`config.mk`:
```
export PLATFORM = sky130hd
export DESIGN_NAME = sram_ecc_ctrl_1024x32
export DESIGN_NICKNAME = d
export VERILOG_FILES = /design/src/rtl/sram_ecc_ctrl_1024x32.sv
export SDC_FILE = /design/constraint.sdc
export NUM_CORES = 1
export LEC_CHECK = 0
export ABC_CLOCK_PERIOD_IN_PS = 3200
export CAP_MARGIN = 10
export CORE_ASPECT_RATIO = 1.25
export CORE_UTILIZATION = 45
export DETAILED_ROUTE_END_ITERATION = 10
export PLACE_DENSITY = 0.88
export SYNTH_ARGS = -nofsm -noshare
export SYNTH_HDL_FRONTEND = slang
export SYNTH_SLANG_ARGS = --single-unit
```
`constraint.sdc`:
```
create_clock -name clk_i -period 3.2 [get_ports clk_i]
set_clock_uncertainty 0.05 [all_clocks]
set_input_delay 0.64 -clock clk_i [delete_from_list [all_inputs] [get_ports clk_i]]
set_output_delay 0.64 -clock clk_i [all_outputs]
set_load 0.1 [all_outputs]
```
`src/rtl/sram_ecc_ctrl_1024x32.sv`:
```
// sram_ecc_ctrl_1024x32: request/response front end for a 1024 x 39 single-port
// SRAM macro. Each 32-bit word is stored with a (39,32) SECDED code when the
// macro SRAM_CTRL_ECC_EN is defined. Without it, the upper 7 bits are written
// as zero and ignored on read. Sub-word writes are done as read-modify-write.
//
// Handshake: a request transfers on a rising edge where req_valid_i && req_ready_o.
// A response transfers on a rising edge where rsp_valid_o && rsp_ready_i.
// A pending response holds all rsp_* outputs stable until it transfers.
//
// dbg_state_o exposes the controller state: 0 = IDLE, 1 = RD, 2 = RMW.
module sram_ecc_ctrl_1024x32 (
  input  logic        clk_i,
  input  logic        rst_i,
  input  logic        req_valid_i,
  output logic        req_ready_o,
  input  logic        req_write_i,
  input  logic [9:0]  req_addr_i,
  input  logic [3:0]  req_be_i,
  input  logic [31:0] req_wdata_i,
  output logic        rsp_valid_o,
  input  logic        rsp_ready_i,
  output logic [31:0] rsp_rdata_o,
  output logic        rsp_corr_o,
  output logic        rsp_err_o,
  output logic [15:0] corr_cnt_o,
  output logic        mem_req_o,
  output logic        mem_write_o,
  output logic        mem_wmask_o,
  output logic [9:0]  mem_addr_o,
  output logic [38:0] mem_wdata_o,
  input  logic [38:0] mem_rdata_i,
  output logic [1:0]  dbg_state_o
);

  typedef enum logic [1:0] {S_IDLE = 2'd0, S_RD = 2'd1, S_RMW = 2'd2} state_t;

`ifdef SRAM_CTRL_ECC_EN
  // Hamming check bits: XOR of the positions of all set data bits. Data bits
  // fill the non-power-of-two positions 3..38 in ascending order.
  function automatic logic [5:0] f_check(input logic [31:0] d);
    logic [5:0] c;
    logic [5:0] p6;
    logic [4:0] di;
    c  = '0;
    di = '0;
    for (int pos = 1; pos < 39; pos++) begin
      p6 = pos[5:0];
      if ((p6 & (p6 - 6'd1)) != 6'd0) begin
        if (d[di]) c = c ^ p6;
        di = di + 5'd1;
      end
    end
    return c;
  endfunction

  function automatic logic [38:0] f_encode(input logic [31:0] d);
    logic [5:0] c;
    c = f_check(d);
    return {^{c, d}, c, d};
  endfunction

  // Returns {err, corr, corrected data}.
  function automatic logic [33:0] f_decode(input logic [38:0] w);
    logic [31:0] d;
    logic [5:0]  s;
    logic [5:0]  p6;
    logic [4:0]  di;
    logic        p;
    logic        corr;
    logic        err;
    d    = w[31:0];
    s    = f_check(d) ^ w[37:32];
    p    = ^w;
    corr = p && (s <= 6'd38);
    err  = (!p && (s != 6'd0)) || (p && (s > 6'd38));
    di   = '0;
    for (int pos = 1; pos < 39; pos++) begin
      p6 = pos[5:0];
      if ((p6 & (p6 - 6'd1)) != 6'd0) begin
        if (corr && (p6 == s)) d[di] = ~d[di];
        di = di + 5'd1;
      end
    end
    return {err, corr, d};
  endfunction
`else
  function automatic logic [38:0] f_encode(input logic [31:0] d);
    return {7'd0, d};
  endfunction

  // Check bits are not stored in this build, so they are never looked at.
  logic w_unused_ecc_bits;
  assign w_unused_ecc_bits = ^mem_rdata_i[38:32];
`endif

  state_t      r_state;
  logic [9:0]  r_addr;
  logic [31:0] r_wdata;
  logic [3:0]  r_be;
  logic        r_rsp_valid;
  logic [31:0] r_rsp_rdata;
  logic        r_rsp_corr;
  logic        r_rsp_err;
  logic [15:0] r_corr_cnt;
  logic [9:0]  r_mem_addr;
  logic [38:0] r_mem_wdata;

  logic        w_accept;
  logic        w_partial;
  logic [31:0] w_dec_data;
  logic        w_dec_corr;
  logic        w_dec_err;
  logic [31:0] w_merged;
  logic        w_mem_req;
  logic        w_mem_write;
  logic        w_mem_wmask;
  logic [9:0]  w_mem_addr;
  logic [38:0] w_mem_wdata;

  assign req_ready_o = !rst_i && (r_state == S_IDLE) && (!r_rsp_valid || rsp_ready_i);
  assign w_accept    = req_valid_i && req_ready_o;
  assign w_partial   = (req_be_i != 4'h0) && (req_be_i != 4'hF);

  // Decode whatever the macro returns this cycle (meaningful in RD and RMW).
  always_comb begin
`ifdef SRAM_CTRL_ECC_EN
    {w_dec_err, w_dec_corr, w_dec_data} = f_decode(mem_rdata_i);
`else
    w_dec_err  = 1'b0;
    w_dec_corr = 1'b0;
    w_dec_data = mem_rdata_i[31:0];
`endif
  end

  // Enabled bytes come from the latched request, the rest from the old word.
  always_comb begin
    w_merged[7:0]   = r_be[0] ? r_wdata[7:0]   : w_dec_data[7:0];
    w_merged[15:8]  = r_be[1] ? r_wdata[15:8]  : w_dec_data[15:8];
    w_merged[23:16] = r_be[2] ? r_wdata[23:16] : w_dec_data[23:16];
    w_merged[31:24] = r_be[3] ? r_wdata[31:24] : w_dec_data[31:24];
  end

  // Macro controls: issued combinationally, address/data hold when not issuing.
  always_comb begin
    w_mem_req   = 1'b0;
    w_mem_write = 1'b0;
    w_mem_wmask = 1'b0;
    w_mem_addr  = r_mem_addr;
    w_mem_wdata = r_mem_wdata;
    if (!rst_i) begin
      if (r_state == S_IDLE && w_accept) begin
        if (!req_write_i || w_partial) begin
          w_mem_req  = 1'b1;
          w_mem_addr = req_addr_i;
        end else if (req_be_i == 4'hF) begin
          w_mem_req   = 1'b1;
          w_mem_write = 1'b1;
          w_mem_wmask = 1'b1;
          w_mem_addr  = req_addr_i;
          w_mem_wdata = f_encode(req_wdata_i);
        end
      end else if (r_state == S_RMW && !w_dec_err) begin
        w_mem_req   = 1'b1;
        w_mem_write = 1'b1;
        w_mem_wmask = 1'b1;
        w_mem_addr  = r_addr;
        w_mem_wdata = f_encode(w_merged);
      end
    end
  end

  assign mem_req_o   = w_mem_req;
  assign mem_write_o = w_mem_write;
  assign mem_wmask_o = w_mem_wmask;
  assign mem_addr_o  = w_mem_addr;
  assign mem_wdata_o = w_mem_wdata;

  // Controller FSM with response register, correction counter and held macro bus.
  always_ff @(posedge clk_i) begin
    if (rst_i) begin
      r_state     <= S_IDLE;
      r_addr      <= '0;
      r_wdata     <= '0;
      r_be        <= '0;
      r_rsp_valid <= 1'b0;
      r_rsp_rdata <= '0;
      r_rsp_corr  <= 1'b0;
      r_rsp_err   <= 1'b0;
      r_corr_cnt  <= '0;
      r_mem_addr  <= '0;
      r_mem_wdata <= '0;
    end else begin
      r_mem_addr  <= w_mem_addr;
      r_mem_wdata <= w_mem_wdata;
      if (r_rsp_valid && rsp_ready_i) r_rsp_valid <= 1'b0;
      case (r_state)
        S_IDLE: begin
          if (w_accept) begin
            r_addr  <= req_addr_i;
            r_wdata <= req_wdata_i;
            r_be    <= req_be_i;
            if (!req_write_i) begin
              r_state <= S_RD;
            end else if (w_partial) begin
              r_state <= S_RMW;
            end else begin
              r_rsp_valid <= 1'b1;
              r_rsp_rdata <= '0;
              r_rsp_corr  <= 1'b0;
              r_rsp_err   <= 1'b0;
            end
          end
        end
        S_RD: begin
          r_rsp_valid <= 1'b1;
          r_rsp_rdata <= w_dec_data;
          r_rsp_corr  <= w_dec_corr;
          r_rsp_err   <= w_dec_err;
          r_state     <= S_IDLE;
        end
        S_RMW: begin
          r_rsp_valid <= 1'b1;
          r_rsp_rdata <= '0;
          r_rsp_corr  <= w_dec_corr;
          r_rsp_err   <= w_dec_err;
          r_state     <= S_IDLE;
        end
        default: r_state <= S_IDLE;
      endcase
      if ((r_state == S_RD || r_state == S_RMW) && w_dec_corr && (r_corr_cnt != 16'hFFFF))
        r_corr_cnt <= r_corr_cnt + 16'd1;
    end
  end

  assign rsp_valid_o = r_rsp_valid;
  assign rsp_rdata_o = r_rsp_rdata;
  assign rsp_corr_o  = r_rsp_corr;
  assign rsp_err_o   = r_rsp_err;
  assign corr_cnt_o  = r_corr_cnt;
  assign dbg_state_o = r_state;

endmodule

```
==> results of run 1 <==
-- flip-flops by register name, summed over array words and instances, names as in the netlist --
signal	count
rsp_rdata_o	32
r_be	4
dbg_state_o	2
r_wdata	32
r_mem_addr	10
r_mem_wdata	39
r_addr	10
rsp_valid_o	1
-- stage by stage --
stage / area [um2] / TNS, ns / hold WS (ns) / instances / power, W
final: 9530 / 0 / 0.405 / 1072 / 0.00595
after global placement: 8820 / -0.0645 / 0.386 / 1039 / 0.00387
after floorplan: 6540 / 0 / 0.372 / 749 / 0.00319
after CTS: 9450 / 0 / 0.404 / 1071 / 0.00593
after detailed placement: 8820 / -0.874 / 0.393 / 1039 / 0.00389
after global routing: 9530 / 0 / 0.423 / 1072 / 0.00613
-- per-layer routing --
metal  wire [um]  global-route usage  vias to the layer above
li1            -                   -                     2946
met1        8030               0.326                     3091
met2       10900               0.504                      290
met3        1190              0.0481                       47
met4         590               0.131                        0
met5           0                   0                        -
-- power groups by stage --
stage / registers (W) / logic (W) / clock network, W
3_3_place_gp: 0.00183 / 0.00203 / 0
6_report: 0.00181 / 0.00209 / 0.00204
5_1_grt: 0.00182 / 0.00217 / 0.00213
3_5_place_dp: 0.00184 / 0.00205 / 0
4_1_cts: 0.00181 / 0.00206 / 0.00206
2_1_floorplan: 0.00191 / 0.00128 / 0
-- how the worst max path moves through the flow --
stage,end,slack (ns),depth (start not counted)
6_report,mem_addr_o[3],0.03,6
3_5_place_dp,mem_wdata_o[4],-0.04,8
3_3_place_gp,mem_wdata_o[4],-0.01,8
5_1_grt,mem_addr_o[8],0.001,8
4_1_cts,mem_addr_o[3],0.009,7
2_1_floorplan,mem_wdata_o[32],0.03,6
-- placed cells by master (no fill, tap or decap), types with 2 or more instances in the layout --
cell	synthesis	routed
clkinvlp_4	0	2
dfxtp_1	130	127
and2_1	9	8
buf_6	0	2
ha_1	5	3
dlygate4sd2_1	0	4
a211oi_2	0	11
nand4_1	32	32
o21bai_1	32	32
o311a_1	10	10
o21ai_0	23	23
a21boi_2	0	7
nand2_1	126	126
nor2b_2	1	3
a21oi_2	1	2
a31o_2	2	2
ha_2	0	2
o22a_1	20	11
a221o_1	32	2
o21ai_1	12	11
a211oi_1	32	21
clkbuf_1	44	2
nor2_1	35	34
mux2i_1	65	65
buf_4	21	59
clkbuf_8	0	5
o22a_2	0	9
bufinv_16	0	3
a21oi_1	47	46
clkdlybuf4s50_1	0	76
a221o_2	0	30
dfxtp_2	0	3
inv_2	0	2
clkinv_2	0	2
inv_1	4	3
clkbuf_16	0	17
buf_12	0	59
conb_1	1	18
-- final cells by class --
type	count	area (um2)	area share
clock buffers	24	502	0.0527
clock inverters	8	124	0.0130
inverters	5	18.8	0.00197
multi-input cells	528	3600	0.378
flip-flops and latches	130	2610	0.274
well taps	175	219	0.0230
repair buffers	202	2460	0.258
-- critical path: cells and delay by family --
kind	cells	cell delay, ns
AO/OA/AOI/OAI	3	0.94
buffers and inverters	3	0.89
-- logic make-up (layout without fill, tap and decap cells) --
group	after synthesis	count (layout)	share of synthesized area
muxes	66	66	0.104
buffers and inverters	91	239	0.0697
other	1	18	0.000587
DFF	130	130	0.407
adders and majority gates	5	5	0.00978
AOI/OAI and AO/OA	225	225	0.257
and+or+nand+nor	214	214	0.152
-- what timing repair did --
| item | 4_1_cts | 5_1_grt |
|---|---|---|
| setup endpoints to repair | 43 | 42 |
| pin swaps | 0 | 2 |
| setup buffers | 0 | 1 |
| gates resized for setup | 7 | 16 |
| hold buffers | 0 | 0 |
==> impl_metrics.env, run 1 <==
export IMPL_fin_crit_sh=0.990
export IMPL_rows=48
export IMPL_yosysMostFrequentCell="dfxtp_1"
export IMPL_synth_warnings=0
export IMPL_yosys_most_used_dff="dfxtp_1"
export IMPL_min_path_type="flip-flop to flip-flop"
export IMPL_maxSlewViolCount=0
export IMPL_cpPeakStageDelay_ns=0.51
export IMPL_r2r_cells=7
export IMPL_switching_share=0.364
export IMPL_rsz0062_at_grt="false"
export IMPL_hp_start="r_wdata[29]"
export IMPL_hold_depth=2
export IMPL_synth_async_reset_ratio=0
export IMPL_clkTransAtPathRegs_ns=0.06
export IMPL_clk_path_buf_depth=2
export IMPL_cts_tree="yes"
export IMPL_finalWorstSetupSlack_ns=0.0320
export IMPL_htreeDepth=4
export IMPL_synth_edf_count=0
export IMPL_leakage_nw=3.71
export IMPL_startpoint="req_write_i"
export IMPL_slew_headroom=0.224
export IMPL_required_ns=2.51
export IMPL_min_to="r_wdata[29]"
export IMPL_hold_violations=0
export IMPL_crit_fanout=10
export IMPL_grt_pass1_vias=6413
export IMPL_cp_end_kind="primary output"
export IMPL_vias_per_cell=5.95
export IMPL_globalRouteTotalUtil=0.283
export IMPL_p_int_w=0.00378
export IMPL_worst_setup_path_type="primary input to primary output"
export IMPL_ys_top_cells_by_area="dfxtp_1 (41%), mux2i_1 (10%), nand2_1 (7.4%)"
export IMPL_num_fill_cells=980
export IMPL_cts_root_buf="clkbuf_16"
export IMPL_io_pins=196
export IMPL_critPathLaunchType="primary input"
export IMPL_nets=979
export IMPL_period_needed_ns=3.17
export IMPL_status="completed"
export IMPL_maxCapViolCount=0
export IMPL_combPwrFrac=0.352
export IMPL_dieHeight_um=135
export IMPL_grt_max_degree=56
export IMPL_post_route_util=0.690
export IMPL_crit_chain="clkdlybuf4s50_1 -> a2111o_1 -> buf_4 -> o22a_1 -> o22a_2 -> buf_12"
export IMPL_syn_cell_area_mm2=0.00639
export IMPL_seq_area_frac_synth=0.407
export IMPL_dp_slack_ns=-0.0397
export IMPL_wl_per_cell_um=19.3
export IMPL_numPortBuffers=170
export IMPL_numClockSinks=130
export IMPL_syn_avg_cell_area_um2=8.73
export IMPL_overflow=0
export IMPL_synth_seq_cells=130
export IMPL_synthTopCellsByCount="dfxtp_1 (130), nand2_1 (126), mux2i_1 (65), a21oi_1 (47), clkbuf_1 (44)"
export IMPL_vias=6374
export IMPL_setup_viol=0
export IMPL_p_switching_w=0.00217
export IMPL_postSynthCellCount=732
export IMPL_diodes=0
export IMPL_ant_nets=0
export IMPL_arrival_ns=2.48
export IMPL_finalWirelength_um=20700
export IMPL_cts_made_buffers=17
export IMPL_cp_slowest_cell="clkdlybuf4s50_1"
export IMPL_drc=0
export IMPL_rr_startpoint="dbg_state_o[1]"
export IMPL_ir_worst_vdd_mv=0.455
export IMPL_fmax_ghz=0.316
export IMPL_dp_hpwl_um=13500
export IMPL_worst_pin_slew_ns=1.16
export IMPL_die_width_um=109
export IMPL_drive_above_1_share=0.263
export IMPL_first_pass_iters=5
export IMPL_regToRegSetupSlack_ns=0.96
export IMPL_die_area_mm2=0.0147
export IMPL_powerDensity_mw_per_mm2=624
export IMPL_synth_top_area_cell="dfxtp_1"
export IMPL_r2r_end="r_mem_addr[1]"
export IMPL_place_gp_congestion=0.836
export IMPL_p_clk_frac=0.344
export IMPL_seqPwrFrac=0.305
export IMPL_synthDistinctLibCells=45
export IMPL_initial_utilization=0.463
export IMPL_antenna_found_initial=0
export IMPL_clock_latency_ns=0.41
export IMPL_netlist_area_leader_share=0.407
export IMPL_areaGrowthSynthToFinish_pct=49.0
export IMPL_core_area_mm2=0.0138
export IMPL_drtIter0Drc=418
export IMPL_grt_first_pass_wirelength_um=32500
Note: power is estimated with default switching activity, not from simulation.
==> inputs of run 2 (changes only) <==
--- a/config.mk
+++ b/config.mk
@@ -11,6 +11,7 @@
 export CORE_UTILIZATION = 45
 export DETAILED_ROUTE_END_ITERATION = 10
 export PLACE_DENSITY = 0.88
+export SKIP_CTS_REPAIR_TIMING = 1
 export SYNTH_ARGS = -nofsm -noshare
 export SYNTH_HDL_FRONTEND = slang
 export SYNTH_SLANG_ARGS = --single-unit
==> impl_metrics.env, run 2 (synthesized netlist as in run 1, its figures left out) <==
export IMPL_status="completed"
export IMPL_min_to="r_mem_wdata[38]"
export IMPL_cpPeakStageDelay_ns=0.51
export IMPL_worst_pin_slew_ns=1.14
export IMPL_first_pass_iters=5
export IMPL_dp_slack_ns=-0.0397
export IMPL_hold_depth=1
export IMPL_drtIter0Drc=422
export IMPL_fin_tns_setup_ns=0
export IMPL_regMostFlops="r_mem_wdata"
export IMPL_antenna_found_initial=0
export IMPL_crit_family="compound AO/OA/AOI/OAI gates"
export IMPL_clk_path_buf_depth=2
export IMPL_r2r_cells=7
export IMPL_combPwrFrac=0.351
export IMPL_core_area_mm2=0.0138
export IMPL_layout_commonest_cell="dfxtp_1"
export IMPL_nets=978
export IMPL_p_switching_w=0.00215
export IMPL_fin_crit_sh=0.992
export IMPL_cts_tree="yes"
export IMPL_drc=0
export IMPL_rows=48
export IMPL_cp_slowest_cell="clkdlybuf4s50_1"
export IMPL_fmax_ghz=0.315
export IMPL_regToRegSetupSlack_ns=0.98
export IMPL_rr_startpoint="dbg_state_o[1]"
export IMPL_required_ns=2.51
export IMPL_htreeDepth=4
export IMPL_grt_first_pass_wirelength_um=32500
export IMPL_ir_worst_vdd_mv=0.454
export IMPL_crit_chain="clkdlybuf4s50_1 -> a2111o_1 -> a21oi_2 -> buf_4 -> o22a_1 -> buf_12"
export IMPL_die_area_mm2=0.0147
export IMPL_critPathLaunchType="primary input"
export IMPL_numPortBuffers=170
export IMPL_r2r_end="r_mem_addr[1]"
export IMPL_cts_root_buf="clkbuf_16"
export IMPL_clock_latency_ns=0.41
export IMPL_setup_viol=0
export IMPL_areaGrowthSynthToFinish_pct=48.6
export IMPL_period_needed_ns=3.17
export IMPL_crit_fanout=11
export IMPL_whs_ns=0.405
export IMPL_finalWorstSetupSlack_ns=0.0252
export IMPL_die_width_um=109
export IMPL_post_route_util=0.688
export IMPL_largest_register_ffs=39
export IMPL_clkTransAtPathRegs_ns=0.06
export IMPL_drive_above_1_share=0.254
export IMPL_grt_pass1_vias=6429
export IMPL_dp_hpwl_um=13500
export IMPL_switching_share=0.363
export IMPL_vias_per_cell=5.96
export IMPL_diodes=0
export IMPL_p_int_w=0.00378
export IMPL_overflow=0
export IMPL_hold_violations=0
export IMPL_io_pins=196
export IMPL_finalWirelength_um=20500
export IMPL_min_path_type="flip-flop to flip-flop"
export IMPL_powerDensity_mw_per_mm2=624
export IMPL_place_gp_congestion=0.836
export IMPL_grt_max_degree=56
export IMPL_dieHeight_um=135
export IMPL_arrival_ns=2.48
export IMPL_numClockSinks=130
export IMPL_initial_utilization=0.463
export IMPL_final_cell_mix="dfxtp_1 (127), nand2_1 (126), clkdlybuf4s50_1 (75)"
export IMPL_rsz0062_at_grt="false"
export IMPL_hp_start="r_mem_wdata[38]"
export IMPL_leakage_nw=3.74
export IMPL_crit_buf_inv=3
export IMPL_globalRouteTotalUtil=0.283
export IMPL_wl_per_cell_um=19.2
export IMPL_seqPwrFrac=0.305
export IMPL_cp_end_kind="primary output"
export IMPL_p_clk_frac=0.344
export IMPL_worst_setup_path_type="primary input to primary output"
export IMPL_cts_made_buffers=17
export IMPL_slew_headroom=0.242
export IMPL_maxSlewViolCount=0
export IMPL_maxCapViolCount=0
export IMPL_ant_nets=0
export IMPL_vias=6383
-- run 2: worst register-to-register path: stages, from the launching register on --
cell and delay, ns:
dfxtp_2 0.35, inv_1 0.10, ha_2 0.23, nor2b_2 0.29, nand3_4 0.17, buf_4 0.31
a21oi_2 0.46, o311a_1 0.21
-- run 2: power groups by stage --
stage / logic [W] / clock network [W] / registers (W)
finish: 0.00208 / 0.00204 / 0.00181
CTS: 0.00206 / 0.00206 / 0.00181
global route: 0.00216 / 0.00213 / 0.00182
global placement: 0.00203 / 0 / 0.00183
floorplan: 0.00128 / 0 / 0.00191
detailed placement: 0.00205 / 0 / 0.00184
-- run 2: how the worst max path moves through the flow --
| stage | startpoint | to | slack, ns | cells past startpoint |
|---|---|---|---|---|
| 2_1_floorplan | dbg_state_o[0] | mem_wdata_o[32] | 0.03 | 6 |
| 3_3_place_gp | rsp_ready_i | mem_wdata_o[4] | -0.01 | 8 |
| 3_5_place_dp | rsp_ready_i | mem_wdata_o[4] | -0.04 | 8 |
| 4_1_cts | req_be_i[1] | mem_addr_o[9] | -0.13 | 7 |
| 5_1_grt | dbg_state_o[0] | mem_addr_o[8] | 0.001 | 8 |
| 6_report | req_write_i | mem_addr_o[9] | 0.03 | 6 |
-- run 2: metal layers --
metal  share of wire  global-route usage
met5               0                   0
met4           0.034               0.131
met2            0.52               0.502
met1            0.39               0.325
met3           0.055              0.0486
-- run 2: through the flow --
stage	instance area, um2	instances	total power [W]
finish	9500	1071	0.00593
global route	9500	1071	0.00612
floorplan	6540	749	0.00319
detailed placement	8820	1039	0.00389
CTS	9450	1071	0.00593
global placement	8820	1039	0.00387
-- run 2: layout make-up --
cell class                 count  area (um2)
clock buffer                  24         502
fill                         981        4310
tap                          175         219
multi-input combinational    528        3570
clock inverter                 8         124
sequential                   130        2610
inverter                       5        18.8
timing repair buffer         201        2470
==> inputs of run 3 (changes only) <==
--- a/config.mk
+++ b/config.mk
@@ -7,7 +7,6 @@
 export LEC_CHECK = 0
 export ABC_CLOCK_PERIOD_IN_PS = 3200
 export CAP_MARGIN = 10
-export CORE_ASPECT_RATIO = 1.25
 export CORE_UTILIZATION = 45
 export DETAILED_ROUTE_END_ITERATION = 10
 export PLACE_DENSITY = 0.88
==> impl_metrics.env, run 3 (synthesized netlist as in run 1, its figures left out) <==
export IMPL_fmax_ghz=0.317
export IMPL_wl_per_cell_um=18.8
export IMPL_instances_no_fill=1077
export IMPL_maxSlewViolCount=0
export IMPL_final_cell_mix="dfxtp_1 (127), nand2_1 (126), clkdlybuf4s50_1 (76)"
export IMPL_drive_above_1_share=0.262
export IMPL_cts_root_buf="clkbuf_16"
export IMPL_arrival_ns=2.46
export IMPL_clk_path_buf_depth=2
export IMPL_place_gp_congestion=0.829
export IMPL_core_area_mm2=0.0139
export IMPL_antenna_found_initial=1
export IMPL_min_to="r_mem_wdata[33]"
export IMPL_combPwrFrac=0.354
export IMPL_dp_slack_ns=-0.0491
export IMPL_io_pins=196
export IMPL_finalWorstSetupSlack_ns=0.0483
export IMPL_die_width_um=121
export IMPL_ant_nets=0
export IMPL_required_ns=2.51
export IMPL_cts_made_buffers=17
export IMPL_hold_depth=1
export IMPL_fin_crit_sh=0.985
export IMPL_finalWirelength_um=20300
export IMPL_leakage_nw=3.73
export IMPL_maxCapViolCount=0
export IMPL_dp_hpwl_um=13200
export IMPL_hold_violations=0
export IMPL_globalRouteTotalUtil=0.276
export IMPL_layout_commonest_cell="dfxtp_1"
export IMPL_crit_fanout=10
export IMPL_r2r_cells=7
export IMPL_r2r_end="r_mem_addr[3]"
export IMPL_powerDensity_mw_per_mm2=621
export IMPL_worst_setup_path_type="primary input to primary output"
export IMPL_min_path_type="flip-flop to flip-flop"
export IMPL_dieHeight_um=121
export IMPL_setup_viol=0
export IMPL_p_int_w=0.00372
export IMPL_total_power_w=0.00592
export IMPL_rr_startpoint="dbg_state_o[0]"
export IMPL_die_area_mm2=0.0147
export IMPL_regMostFlops="r_mem_wdata"
export IMPL_regToRegSetupSlack_ns=0.93
export IMPL_first_pass_iters=6
export IMPL_cts_tree="yes"
export IMPL_areaGrowthSynthToFinish_pct=49.0
export IMPL_hp_start="r_mem_wdata[33]"
export IMPL_switching_share=0.371
export IMPL_grt_first_pass_wirelength_um=31600
export IMPL_largest_register_ffs=39
export IMPL_status="completed"
export IMPL_slew_headroom=0.162
export IMPL_drc=0
export IMPL_period_needed_ns=3.15
export IMPL_p_switching_w=0.00220
export IMPL_grt_pass1_vias=6172
export IMPL_overflow=0
export IMPL_worst_pin_slew_ns=1.26
export IMPL_numPortBuffers=170
export IMPL_rows=43
export IMPL_vias_per_cell=5.90
export IMPL_diodes=0
export IMPL_vias=6351
export IMPL_numClockSinks=130
export IMPL_ir_worst_vdd_mv=0.481
export IMPL_nets=979
export IMPL_clkTransAtPathRegs_ns=0.06
export IMPL_grt_max_degree=49
export IMPL_cp_end_kind="primary output"
export IMPL_htreeDepth=4
export IMPL_drtIter0Drc=569
export IMPL_critPathLaunchType="primary input"
export IMPL_placedCellCount=1045
export IMPL_seqPwrFrac=0.306
export IMPL_clock_latency_ns=0.42
export IMPL_p_clk_frac=0.339
export IMPL_initial_utilization=0.461
run 3: per-stage QoR:
stage               setup TNS (ns)   util  hold slack [ns]  instance area (um2)
finish                           0  0.686            0.402                 9520
global route              -0.00187  0.686            0.426                 9520
CTS                          -1.19  0.681            0.405                 9450
detailed placement          -0.948  0.636            0.386                 8830
global placement           -0.0276  0.636            0.385                 8830
floorplan                        0      -            0.372                 6540
run 3: metal layers:
layer | track usage | part of all wire
met2 | 0.456 | 0.49
met5 | 0 | 0.00049
met1 | 0.341 | 0.41
met3 | 0.0724 | 0.077
met4 | 0.112 | 0.024
run 3: worst max path at each step:
stage / from / end / depth (start not counted)
floorplan: dbg_state_o[0] / mem_wdata_o[32] / 6
global placement: req_be_i[1] / mem_addr_o[6] / 7
detailed placement: req_be_i[1] / mem_addr_o[0] / 7
CTS: req_be_i[1] / mem_addr_o[0] / 7
global route: dbg_state_o[0] / mem_addr_o[0] / 8
finish: req_valid_i / mem_addr_o[0] / 7
run 3: cell type report:
type	count	area, um2
Timing Repair Buffer	202	2480
Sequential cell	130	2610
Clock buffer	19	453
Fill cell	980	4360
Inverter	5	18.8
Clock inverter	13	160
Multi-Input combinational cell	528	3580
Tap cell	180	225
run 3: power by group through the flow:
stage	combinational [W]	sequential, W	clock (W)
floorplan	0.00128	0.00191	0
global placement	0.00205	0.00183	0
detailed placement	0.00206	0.00184	0
CTS	0.00208	0.00181	0.00202
global route	0.00217	0.00183	0.00209
finish	0.00210	0.00181	0.00201
run 3: critical path, stage by stage:
cell and delay, ns:
clkdlybuf4s50_1 0.53, inv_2 0.10, a2111o_1 0.38, buf_12 0.18, o22a_1 0.21, o22a_2 0.25
buf_12 0.17
